==> src/rtl/pe_mw.sv <==
// pe_mw: weight-stationary systolic PE holding a bank of WGT_DEPTH weights
// that are loaded over a daisy-chained ID bus and fed to a 3-stage MAC pipeline.
//
// Ports:
//   clk, rst        clock; asynchronous active-low reset
//   i_signed        1 = signed arithmetic (change only while the pipeline is idle)
//   i_clr           synchronous clear of load/pop indices, weight count and full flag
//   i_load_*        load bus in: valid, target ID, weight value
//   o_load_*        load bus out: registered copy; words consumed here are not forwarded
//   o_wgt_full      all WGT_DEPTH weights loaded since the last reset or clear
//   i_pop_vld       MAC valid; advances the pop index
//   o_pop_vld       i_pop_vld delayed 3 cycles, aligned with o_down_data
//   i_up_data       partial sum from the PE above
//   i_left_data     activation from the PE to the left
//   o_right_data    activation to the right, 1-cycle skew
//   o_down_data     partial sum to the PE below, 3-cycle latency
module pe_mw #(
  parameter int ID_VAL         = 0,
  parameter int ID_WIDTH       = 6,
  parameter int IN_DATA_WIDTH  = 8,
  parameter int OUT_DATA_WIDTH = 24,
  parameter int WGT_DEPTH      = 4,
  parameter int SAT_EN         = 1
) (
  input  logic                      clk,
  input  logic                      rst,
  input  logic                      i_signed,
  input  logic                      i_clr,
  input  logic                      i_load_vld,
  input  logic [ID_WIDTH-1:0]       i_load_id,
  input  logic [IN_DATA_WIDTH-1:0]  i_load_data,
  output logic                      o_load_vld,
  output logic [ID_WIDTH-1:0]       o_load_id,
  output logic [IN_DATA_WIDTH-1:0]  o_load_data,
  output logic                      o_wgt_full,
  input  logic                      i_pop_vld,
  output logic                      o_pop_vld,
  input  logic [OUT_DATA_WIDTH-1:0] i_up_data,
  input  logic [IN_DATA_WIDTH-1:0]  i_left_data,
  output logic [IN_DATA_WIDTH-1:0]  o_right_data,
  output logic [OUT_DATA_WIDTH-1:0] o_down_data
);

  localparam int IW = IN_DATA_WIDTH;
  localparam int OW = OUT_DATA_WIDTH;
  localparam int PW = 2 * IW;
  localparam int SW = OW + 1;
  localparam int AW = (WGT_DEPTH > 1) ? $clog2(WGT_DEPTH) : 1;
  localparam int CW = $clog2(WGT_DEPTH + 1);

  localparam logic [ID_WIDTH-1:0] MY_ID = ID_WIDTH'(ID_VAL);
  localparam logic [CW-1:0] LAST_CNT = CW'(WGT_DEPTH - 1);

  // ---------------------------------------------------------------
  // Load side
  // ---------------------------------------------------------------
  logic [IW-1:0] wgt_q [WGT_DEPTH];

  logic [AW-1:0] load_idx_q, load_idx_d;
  logic [AW-1:0] pop_idx_q, pop_idx_d;
  logic [CW-1:0] cnt_q, cnt_d;
  logic          full_q, full_d;

  logic                lvld_q, lvld_d;
  logic [ID_WIDTH-1:0] lid_q;
  logic [IW-1:0]       ldata_q;

  logic take;
  logic hit;

  // take: the word is addressed to us and we still have room.
  // A clear cancels the write but the word is still consumed.
  assign take = i_load_vld & (i_load_id == MY_ID) & ~full_q;
  assign hit  = take & ~i_clr;

  always_comb begin
    load_idx_d = load_idx_q;
    pop_idx_d  = pop_idx_q;
    cnt_d      = cnt_q;
    full_d     = full_q;
    lvld_d     = i_load_vld & ~take;
    if (i_clr) begin
      load_idx_d = '0;
      pop_idx_d  = '0;
      cnt_d      = '0;
      full_d     = 1'b0;
    end else begin
      if (hit) begin
        // power-of-2 depth: natural overflow wraps the index
        load_idx_d = load_idx_q + AW'(1);
        cnt_d      = cnt_q + CW'(1);
        if (cnt_q == LAST_CNT) begin
          full_d = 1'b1;
        end
      end
      if (i_pop_vld) begin
        pop_idx_d = pop_idx_q + AW'(1);
      end
    end
  end

  always_ff @(posedge clk or negedge rst) begin
    if (!rst) begin
      load_idx_q <= '0;
      pop_idx_q  <= '0;
      cnt_q      <= '0;
      full_q     <= 1'b0;
      lvld_q     <= 1'b0;
      lid_q      <= '0;
      ldata_q    <= '0;
    end else begin
      load_idx_q <= load_idx_d;
      pop_idx_q  <= pop_idx_d;
      cnt_q      <= cnt_d;
      full_q     <= full_d;
      lvld_q     <= lvld_d;
      lid_q      <= i_load_id;
      ldata_q    <= i_load_data;
    end
  end

  // Weight bank is intentionally not reset.
  always_ff @(posedge clk) begin
    if (hit) begin
      wgt_q[load_idx_q] <= i_load_data;
    end
  end

  assign o_load_vld  = lvld_q;
  assign o_load_id   = lid_q;
  assign o_load_data = ldata_q;
  assign o_wgt_full  = full_q;

  // ---------------------------------------------------------------
  // MAC pipeline
  // ---------------------------------------------------------------
  logic [OW-1:0] s1_up_q;
  logic [IW-1:0] s1_left_q;
  logic [IW-1:0] s1_wgt_q;
  logic          s1_vld_q;

  logic [SW-1:0] s2_sum_q, s2_sum_d;
  logic          s2_vld_q;

  logic [OW-1:0] s3_out_q, s3_out_d;
  logic          s3_vld_q;

  logic [IW-1:0] right_q;

  logic signed [PW-1:0] prod_s;
  logic        [PW-1:0] prod_u;
  logic        [SW-1:0] prod_x;
  logic        [SW-1:0] up_x;

  assign prod_s = $signed(s1_left_q) * $signed(s1_wgt_q);
  assign prod_u = s1_left_q * s1_wgt_q;

  always_comb begin
    prod_x = {{(SW-PW){1'b0}}, prod_u};
    up_x   = {1'b0, s1_up_q};
    if (i_signed) begin
      prod_x = {{(SW-PW){prod_s[PW-1]}}, prod_s};
      up_x   = {s1_up_q[OW-1], s1_up_q};
    end
    s2_sum_d = prod_x + up_x;
  end

  localparam logic [OW-1:0] S_MAX = {1'b0, {(OW-1){1'b1}}};
  localparam logic [OW-1:0] S_MIN = {1'b1, {(OW-1){1'b0}}};
  localparam logic [OW-1:0] U_MAX = {OW{1'b1}};

  always_comb begin
    s3_out_d = s2_sum_q[OW-1:0];
    if (SAT_EN != 0) begin
      if (i_signed) begin
        // top two bits disagree => result left the OW-bit signed range
        if (s2_sum_q[SW-1] != s2_sum_q[SW-2]) begin
          s3_out_d = s2_sum_q[SW-1] ? S_MIN : S_MAX;
        end
      end else if (s2_sum_q[SW-1]) begin
        s3_out_d = U_MAX;
      end
    end
  end

  always_ff @(posedge clk or negedge rst) begin
    if (!rst) begin
      s1_up_q   <= '0;
      s1_left_q <= '0;
      s1_wgt_q  <= '0;
      s1_vld_q  <= 1'b0;
      s2_sum_q  <= '0;
      s2_vld_q  <= 1'b0;
      s3_out_q  <= '0;
      s3_vld_q  <= 1'b0;
      right_q   <= '0;
    end else begin
      s1_up_q   <= i_up_data;
      s1_left_q <= i_left_data;
      s1_wgt_q  <= wgt_q[pop_idx_q];
      s1_vld_q  <= i_pop_vld;
      s2_sum_q  <= s2_sum_d;
      s2_vld_q  <= s1_vld_q;
      s3_out_q  <= s3_out_d;
      s3_vld_q  <= s2_vld_q;
      right_q   <= i_left_data;
    end
  end

  assign o_pop_vld    = s3_vld_q;
  assign o_down_data  = s3_out_q;
  assign o_right_data = right_q;

endmodule

==> config.mk <==
export PLATFORM = sky130hd
export DESIGN_NAME = pe_mw
export DESIGN_NICKNAME = d
export VERILOG_FILES = /design/src/rtl/pe_mw.sv
export SDC_FILE = /design/constraint.sdc
export NUM_CORES = 1
export LEC_CHECK = 0
export ABC_CLOCK_PERIOD_IN_PS = 6400
export BUFFER_PORTS_ARGS = -buffer_cell sky130_fd_sc_hd__buf_4
export CORE_ASPECT_RATIO = 1.25
export CORE_UTILIZATION = 45
export DETAILED_ROUTE_END_ITERATION = 12
export MAX_ROUTING_LAYER = met4
export PLACE_DENSITY = 0.66
export SLEW_MARGIN = 20
export SYNTH_ARGS = -nofsm -noshare
export SYNTH_HDL_FRONTEND = slang
export SYNTH_SLANG_ARGS = --single-unit
==> constraint.sdc <==
create_clock -name clk -period 6.4 [get_ports clk]
set_input_delay 0.64 -clock clk [delete_from_list [all_inputs] [get_ports clk]]
set_output_delay 0.64 -clock clk [all_outputs]
set_load 0.1 [all_outputs]
Word level (Yosys, flattened, before mapping)
Memories as Yosys holds them, arrays and structs flattened. A register that Yosys moved wholly into a read port is not among the register bits.
Cells that the tools add are included.
{"block": "classes", "add_sub_neg": 4, "mul": 2, "n_eq_ne": 2, "n_mux": 17, "n_bitwise": 7, "reduce_logical": 6}
{"cell": "$mux 24", "count": 4}
{"cell": "$mux 25", "count": 2}
{"cell": "$mul 8x8->16", "count": 2}
{"cell": "$add 25x25->25", "count": 1}
{"cell": "$mux 2", "count": 4}
{"cell": "$logic_not 6->1", "count": 1}
{"cell": "$mux 3", "count": 2}
{"cell": "$reduce_bool 2->1", "count": 3}
{"cell": "$mux 1", "count": 5}
{"cell": "$add 2x1->2 const B", "count": 2}
{"cell": "$and 1x1->1", "count": 4}
{"cell": "$add 3x1->3 const B", "count": 1}
{"cell": "$eq 3x2->1 const B", "count": 1}
{"cell": "$not 1->1", "count": 3}
{"cell": "$reduce_and 2->1", "count": 1}
{"cell": "$logic_not 1->1", "count": 1}
{"cell": "$ne 1x1->1", "count": 1}
{"block": "totals", "reg_bits": 107, "ramBits": 32, "input_bits": 52, "out_inout_bits": 49, "wordCells": 53, "n_memories": 1}
{"name": "wgt_q", "words": 4, "width": 8, "read_ports": 1, "rd_clocked_by_memory_dff": 1, "write_ports": 1, "line": "57", "text": "logic [IW-1:0] wgt_q [WGT_DEPTH];"}

Logic depth before layout (Yosys ltp)
{"block": "logic_depth", "ltp_word": 6, "mapped_depth": 29}

Worst setup path after synthesis
No wires, ideal clock.
{"block": "synth_timing", "kind": "reg-to-reg", "start": "register o_right_data[6] (netlist name)", "end": "register s2_sum_q[24]", "t_arrival_ns": 6.379, "required_time_ns": 6.274, "path_slack_ns": -0.105, "path_stages_with_launch": 28, "cell_sequence": "dfrtp_1 -> clkbuf_1 -> nand2_1 -> fa_1 -> fa_1 -> inv_1 -> fa_1 -> inv_1 -> fa_1 -> inv_1 -> ha_1 -> o21ai_0 -> inv_1 -> a21oi_1 -> o21ai_1 -> o41ai_1 -> xor2_1 -> a21oi_1 -> a211o_1 -> ha_1 -> a21o_1 -> a21o_1 -> a21oi_1 -> o21bai_1 -> a21oi_1 -> o31ai_1 -> a211oi_2 -> xnor2_1"}
{"item": "end signal, assigned", "line": "202", "text": "s2_sum_q <= s2_sum_d;"}
{"item": "end, declared", "line": "142", "text": "logic [SW-1:0] s2_sum_q, s2_sum_d;"}

Worst setup path after layout
{"block": "layout_timing", "start": "register s1_wgt_q[7], read port of wgt_q", "end": "register s2_sum_q[24]"}
{"block": "layout_between", "elab_chain_cells": 3, "elab_cells_between_ends": 4}
{"item": "start, declared", "line": "139", "text": "logic [IW-1:0] s1_wgt_q;"}
{"item": "$mul 8x8->16 (on tied branches)", "line": "156, 155"}
{"item": "$mux 25 (*)", "line": "161", "text": "if (i_signed) begin"}
{"item": "$add 25x25->25 (*)", "line": "165", "text": "s2_sum_d = prod_x + up_x;"}
{"item": "named net s2_sum_d[24]", "line": "142"}
The timed path passes the listed nets; every way through them passes the cells marked *.
A chain may end at the register's enable or synchronous reset.

==> run metrics <==
status completed; Worst Max-Slew Pin Slew 824 ps; wire per inst between 15 and 20 um; Final Max Tran Viols 0; min Tclk post-route 6090 ps; initial antenna violation count 0; final worst slack a little over 300 ps; Total GRT Usage between 10% and 20%; DP Cell Count 1,260; RR Startpoint s1_wgt_q[7]; CTS sink cnt 147; crit path from s1_wgt_q[7]; Clock Skew 13.7 ps; boundary pin count around 100; vias in the first global route 6,818; DP HPWL 15,700 um; Mapped Area slightly below 10,000 um2; Post-Layout Cell Count 1,296; gate count of the mapped netlist 887; top_reg_cell synth dfrtp_1; Worst setup SP type register; min-delay worst type input port to async pin; I/O Buffers 100; GRT overflow 0; Slowest-stage cell, CP fa_1; Slew headroom 44.9%; Max FO, Critical Path 7; Final ANT Viol Nets 0; required time of the critical path between 6000 and 7000 ps; diode count 0; Avg Cell Area, Syn ~11 um2; initial DRC count 301; Syn Nets roughly 1,100; first-pass GRT wire length about 33,000 um; Layout area overhead 18.8%; DRC 0; Die X-Extent 135 um; Crit path largest cell delay ~550 ps; Num CTS Buffers 17; die area between 20,000 and 25,000 um2; H-tree level count 4; first-pass iteration count of the detailed router 4; largest net degree at the start of global routing 79; final setup fails 0; Via Count around 6,500; Final Cycle Share a little over nine tenths; pre-CTS setup slack between 150 and 200 ps; layout cells sized above 1 18.2%; number of synthesized flops with an enable pin 32; Critical Path End Type register; root buffer cell clkbuf_16; Data arrival, critical path around 6400 ps; footprint of the multi-input gates approximately 5400 um2; routability cong. approximately 0.85; DR vias/cell roughly 5; register bit count reported by yosys 147; die height approximately 170 um; CP Class register to register; TritonCTS clock tree built; Filler Cells Inserted roughly 1,900; clock latency on the worst-skew pair approximately 430 ps; clk slew on worst S/H paths around 70 ps; core area roughly 22,000 um2; sum of negative setup slack 0 ps; final hold viol count 0; # hold bufs at CTS 0; Initial Utilization a little under half; Rows 60; Sequential Area roughly 3800 um2; Seq/Total Area, Yosys 38.8%; Yosys cell types 54; CTS Buffer Depth 2; fmax between 150 and 200 MHz; Final #Nets approximately 1,200; maxcap violations 0; Post-synth ARST share roughly four fifths; WHS between 200 and 250 ps; Syn. warnings 0; final wirelength 20,200 um
[final timing paths]
kind / slack, ps / endpoint / depth (start not counted)
setup / recovery: 310 / s2_sum_q[24] / 26
hold / removal: 200 / o_down_data[4] / 1
setup reg to reg: 310 / s2_sum_q[24] / 26
hold reg to reg: 350 / s2_vld_q / 0
max in group asynchronous: 5090 / s2_sum_q[14] / 2
min in group clk: 310 / o_right_data[5] / 1
[layout make-up]
| cell class | count | share of cell area (%) |
|---|---|---|
| multi-input combinational | 552 | 46.3 |
| timing repair buffer | 115 | 7.38 |
| clock inverter | 14 | 1.50 |
| inverter | 171 | 5.46 |
| sequential | 147 | 32.7 |
| clock buffer | 18 | 3.65 |
| tap | 279 | 2.97 |
[per-stage QoR]
step | instance area [um2] | util [%]
global placement | 11000 | 51.1
finish | 11800 | 54.6
floorplan | 9890 | -
CTS | 11600 | 53.9
global route | 11800 | 54.6
detailed placement | 11000 | 51.1
[cell usage in the layout, fill, tap and decap left out, types with 3 or more instances in the layout]
cell type  count
inv_1        171
buf_4        114
dfrtp_1      109
ha_1          87
fa_1          86
nand2_1       47
and2_1        42
a21oi_1       39
a21o_1        38
xnor2_1       34
nor2_1        33
edfxtp_1      32
xor2_1        17
clkbuf_16     17
o21ai_0       13
nand2b_1      11
o21ai_1        8
a21oi_2        8
mux4_2         8
nor2b_1        7
nor3_1         7
o21bai_1       6
o21a_1         6
dfrtp_2        6
mux2i_1        4
nand4_1        4
a211oi_1       4
inv_6          4
mux2_2         3
nand3_1        3
bufinv_16      3
[cell usage after synthesis, types with 2 or more instances]
master	instances	area, um2
a211oi_1	5	37.5
and2_1	42	263
ha_1	89	1110
nor2b_1	7	43.8
nand2_1	49	184
mux4_2	8	180
xnor2_1	34	298
nand4_1	4	25.0
o21a_1	6	45.0
a21oi_1	45	225
a31oi_1	3	18.8
o21bai_1	6	45.0
a21o_1	38	285
dfrtp_1	115	2880
mux2_2	3	33.8
mux2i_1	4	40.0
o21ai_0	15	75.1
nand2b_1	11	68.8
nor4b_1	2	17.5
edfxtp_1	32	961
xor2_1	17	149
nand3_1	3	15.0
o21ai_1	6	30.0
nor3_1	8	40.0
fa_1	86	1720
a21oi_2	2	17.5
inv_1	171	642
nor2_1	33	124
clkbuf_1	17	63.8
and3_1	2	12.5
[critical path: cells and delay by family (launching register included)]
family / cells / cell delay [ps]
AOI/OAI and AO/OA: 12 / 1920
adders and majority gates: 6 / 2870
buffers and inverters: 4 / 230
and+or+nand+nor: 2 / 300
DFF: 1 / 440
xor gates and xnor gates: 2 / 280
[kinds of logic after synthesis]
group	share of synthesized area, %
and+or+nand+nor	8.59
DFF	38.8
muxes	2.57
buffers and inverters	7.13
AOI/OAI and AO/OA	9.50
xor gates and xnor gates	4.74
adders and majority gates	28.7
[what timing repair did]
| item | CTS | global route |
|---|---|---|
| hold endpoints to repair | 0 | 0 |
| endpoints found under the setup margin | 0 | 8 |
| buffers inserted | 0 | 4 |
| gates resized for setup | 0 | 26 |
[flip-flops by register name, indices dropped and copies added, names as in the netlist]
name          flops
o_load_vld        1
cnt_q             3
s1_up_q          24
s1_vld_q          1
load_idx_q        2
pop_idx_q         2
o_wgt_full        1
o_load_data       8
wgt_q            32
s2_sum_q         25
s2_vld_q          1
o_load_id         6
s1_wgt_q          8
o_pop_vld         1
o_down_data      24
o_right_data      8
[layer usage]
layer  global-route usage, %  wire length, um  part of all wire [%]  vias to the layer above
li1                        -                -                     -                     3102
met3                    3.57              552                   2.7                       22
met1                    22.2             8210                    41                     3235
met2                    35.8            11100                    55                      104
met4                    6.11              348                   1.7                        0
met5                       -                0                     0                        -
Power is left out: the tool's default activity adds up to more than one toggle a clock period on the data nets, which glitch-free logic cannot reach.
